--- config.mk ---
export PLATFORM = sky130hd
export DESIGN_NAME = sync_updown_counter
export DESIGN_NICKNAME = d
export VERILOG_FILES = /design/src/rtl/sync_updown_counter.sv
export SDC_FILE = /design/constraint.sdc
export NUM_CORES = 1
export LEC_CHECK = 0
export CAP_MARGIN = 20
export CORE_AREA = 3 3 40 42
export CTS_CLUSTER_DIAMETER = 200
export DETAILED_ROUTE_END_ITERATION = 12
export DIE_AREA = 0 0 43 45
export HOLD_SLACK_MARGIN = 0.02
export PLACE_DENSITY_LB_ADDON = 0.05
export SLEW_MARGIN = 0
export SYNTH_ARGS = -nofsm -noshare
export SYNTH_HDL_FRONTEND = slang
export SYNTH_SLANG_ARGS = --single-unit
export TNS_END_PERCENT = 100
--- constraint.sdc ---
create_clock -name clk -period 1.9 [get_ports clk]
set_clock_uncertainty 0.15 [all_clocks]
set_input_delay 0.285 -clock clk [delete_from_list [all_inputs] [get_ports clk]]
set_output_delay 0.285 -clock clk [all_outputs]
set_load 0.03 [all_outputs]
--- src/rtl/sync_updown_counter.sv ---
// rtl/sync_updown_counter.sv - loadable mod-N up/down counter with cascadable terminal count
// The load value is clamped to MODULUS-1, so q can never leave 0..MODULUS-1.
module sync_updown_counter #(
  parameter int WIDTH   = 4,
  parameter int MODULUS = 16
) (
  input  logic             clk,
  input  logic             reset,
  input  logic             en,
  input  logic             up_dn,
  input  logic             load,
  input  logic [WIDTH-1:0] d,
  output logic [WIDTH-1:0] q,
  output logic             tc,
  output logic             wrap
);

  localparam logic [WIDTH-1:0] MAX_VAL = WIDTH'(MODULUS - 1);

  logic [WIDTH-1:0] count_q, count_d;
  logic             wrap_q, wrap_d;
  logic [WIDTH-1:0] load_val;

  // A full-range modulus needs no clamp, and the compare would be constant.
  generate
    if (MODULUS < (2 ** WIDTH)) begin : g_clamp
      assign load_val = (d > MAX_VAL) ? MAX_VAL : d;
    end else begin : g_noclamp
      assign load_val = d;
    end
  endgenerate

  always_comb begin
    tc = en & ((up_dn & (count_q == MAX_VAL)) | (~up_dn & (count_q == '0)));
  end

  always_comb begin
    count_d = count_q;
    wrap_d  = 1'b0;
    if (load) begin
      count_d = load_val;
    end else if (en) begin
      if (up_dn) begin
        if (count_q == MAX_VAL) begin
          count_d = '0;
          wrap_d  = 1'b1;
        end else begin
          count_d = count_q + WIDTH'(1);
        end
      end else begin
        if (count_q == '0) begin
          count_d = MAX_VAL;
          wrap_d  = 1'b1;
        end else begin
          count_d = count_q - WIDTH'(1);
        end
      end
    end
  end

  always_ff @(posedge clk) begin
    if (reset) begin
      count_q <= '0;
      wrap_q  <= 1'b0;
    end else begin
      count_q <= count_d;
      wrap_q  <= wrap_d;
    end
  end

  assign q    = count_q;
  assign wrap = wrap_q;

endmodule

==> key figures <==
Outcome
  • Outcome: finished with violations
  • Failing checks: setup timing

Synthesis
  • Cell Area, Synth: 360 um2
  • Top cell type's share of synthesized area: 27.8%
  • Leading area contributor after synthesis: dfxtp_1
  • Synth Area in Simple Gates: 22.9%
  • Mean Syn Cell Area: 7.83 um2
  • Largest family of logic cells by synthesized area: compound AO/OA/AOI/OAI gates
  • Synth Register Bits: 5
  • Post-Synth Adder-Cell Area: 6.94%
  • Compound-Gate Fraction of Synth Area: 25.3%
  • XOR/XNOR Fraction of Synth Area: 4.86%
  • Ys Warns: 0
  • Register area share after synthesis: 27.8%
  • Post-synthesis net count: 57
  • Mux cell area share after synthesis: 5.90%
  • Yosys cell types: 23
  • Gate Count Post-Synth: 46
  • Largest cells by area after synthesis: dfxtp_1 (28%), a21oi_1 (6.9%), ha_1 (6.9%)

Die
  • Initial Utilization: 28.0%
  • IO Count: 15
  • Die width: 43 um
  • Die area: 1940 um2
  • Core ar.: 1280 um2
  • Die Height: 45 um
  • Row count: 13

Cells and area
  • Final Cell Area: 657 um2
  • Area occupied by multi-input gates: 259 um2
  • Fin cells: 90
  • # diodes: 0
  • Area Growth Syn to Fin: 82.3%
  • Final net count: 87
  • Commonest non-fill, non-tap cell in the layout: clkdlybuf4s50_1
  • Commonest cells after routing, fill and taps aside: clkdlybuf4s50_1 (13), buf_4 (12), a21oi_1 (5)
  • FF/Latch Area: 103 um2
  • Layout cell share with drive strength beyond 1: 34.7%
  • Fin util: 51.1%
  • Fillers: 128

STA
  • Slew Limit Fails: 0
  • Slew @ Worst Pin: 0.308 ns
  • RSZ-0062 raised after global routing: true
  • Hold_ws: 0.427 ns
  • Final setup fails: 1
  • Total negative slack: -0.0740 ns
  • Min Tclk post-route: 1.97 ns
  • Final setup margin: -0.0740 ns
  • Hold Vio Cnt, Final: 0
  • Period utilization: 104%
  • Peak Freq: 507 MHz
  • Max-slew headroom: 79.4%

Drt
  • Remaining antenna violation count: 0
  • Number of detailed-route iterations in the first pass: 4
  • WL/cell: 10.7 um
  • Routed vias/inst: 4.70
  • Routed vias: 423
  • DRC Markers: 0
  • Drt first-iter violations: 5
  • Final WL: 966 um

Global routing
  • First-pass GRT wire length: 1610 um
  • Total GRT Usage: 11.6%
  • Total global routing overflow: 0
  • Antenna violations before repair: 0
  • Pin count of the biggest net entering global routing: 9
  • Number of global-route vias before repair: 400

Clocking
  • Sink Count: 5
  • CTS tree: yes
  • Max Buffers Root-to-Sink: 2
  • Clock latency on the worst-skew pair: 0.25 ns
  • CTS buffer count: 3
  • CTS Root Cell: clkbuf_4
  • H-tree lvl count: 1
  • Clock slew at reported path FFs: 0.05 ns

Power and ir drop
  • Pint: 0.278 mW
  • Clock share of power: 31.5%
  • PwrDens: 602 nW/um2
  • Max VDD drop: 0.000407 V
  • Sequential Power Share: 29.8%
  • Comb pwr share: 38.7%
  • Total power: 0.395 mW
  • Switching power: 0.118 mW
  • Switching Share: 29.8%
  • Leak Pwr: 0.274 nW

Worst setup path
  • Critical path depth: 6
  • Family with the most delay on the worst path: simple AND/OR/NAND/NOR gates
  • FF-to-FF End: q[0]
  • CP cell instances: inv_2 -> ha_4 -> or3b_4 -> o21ai_2 -> and2_4 -> buf_6
  • Worst path bufs/invs: 2
  • FF-to-FF Start: q[0]
  • Crit path launch: q[0]
  • Slowest CP cell: or3b_4
  • Worst Setup End Kind: output port
  • Largest stage delay, worst path: 0.37 ns
  • Critical path capture point: tc
  • Worst EP required: 1.46 ns
  • R2R cell count: 6
  • Crit path kind: reg -> out
  • Crit path DAT: 1.54 ns
  • Worst Path Max Fanout: 2
  • Crit path launch type: register
  • Flop2flop setup slack: 0.35 ns

Hold path
  • Hold Path Class: in -> reg

Placed design
  • DP Cell Count: 85
  • IO Port Bufs: 14
  • Post-DP HPWL: 799 um
  • Dpl ws: -0.135 ns
  • RePlAce Congestion: 0.731
  • Placement Cell Area: 601 um2

Job
  • Max Cap Viol: 0
## repair_timing
action,CTS,global route
pin swaps,3,1
buffers inserted,1,0
gates resized for setup,8,0
setup endpoints to repair,1,1
cloned,0,0
hold buffers,0,0
## logic make-up after synthesis
kind of cell	count (synthesis)
flip-flops	5
adder cells (fa/ha/maj)	2
XOR/XNOR	2
buffers and inverters	6
AO/OA/AOI/OAI	15
AND/OR/NAND/NOR	14
multiplexers	2
## registers in the layout, summed over array words and instances (netlist names)
register  count
wrap          1
q             4
## synthesized netlist by cell type
cell type  number
a21oi_1         5
dfxtp_1         5
inv_1           5
o21ai_0         5
nand2_1         4
ha_1            2
nor2b_1         2
or3b_1          2
xnor2_1         2
a31oi_1         1
and2_1          1
and3_2          1
clkbuf_1        1
mux2_2          1
mux2i_1         1
nand2b_1        1
nand4_1         1
nor2_1          1
nor3b_1         1
o21a_1          1
o221ai_1        1
o311a_1         1
o32ai_1         1
## power by group through the flow
stage	Sequential (mW)	Combinational [mW]	Clock, mW
after CTS	0.118	0.153	0.130
final	0.118	0.153	0.125
after detailed placement	0.119	0.141	0
after global placement	0.120	0.141	0
after global routing	0.119	0.167	0.136
after floorplan	0.139	0.0505	0
## worst register-to-register path: stages (launching register included)
cell and delay [ns]:
dfxtp_2 0.32, buf_4 0.15, ha_1 0.22, and3_2 0.21
o21ai_0 0.15, o221ai_1 0.15, a21oi_1 0.15
## cell type report
class / instances / area share [%]
Timing Repair Buffer: 26 / 35.2
Sequential cell: 5 / 15.6
Inverter: 5 / 2.86
Multi-Input combinational cell: 35 / 39.4
Tap cell: 15 / 2.86
Clock buffer: 4 / 4.00
## how the worst min path moves through the flow
| stage | startpoint | to | depth (start not counted) |
|---|---|---|---|
| after floorplan | reset | q[0] | 1 |
| after global placement | q[0] | q[0] | 3 |
| after detailed placement | q[2] | q[2] | 3 |
| after CTS | d[0] | q[0] | 3 |
| after global routing | d[0] | q[0] | 3 |
| final | d[0] | q[0] | 3 |
## routing by layer
metal / vias to the layer above / GRT usage [%] / part of all wire (%)
met5: - / 0 / 0
met4: 0 / 3.61 / 0.41
met3: 2 / 6.37 / 8.0
met2: 14 / 21.0 / 51
met1: 183 / 11.3 / 41
li1: 224 / - / -
Note: power is estimated with default switching activity, not from simulation.
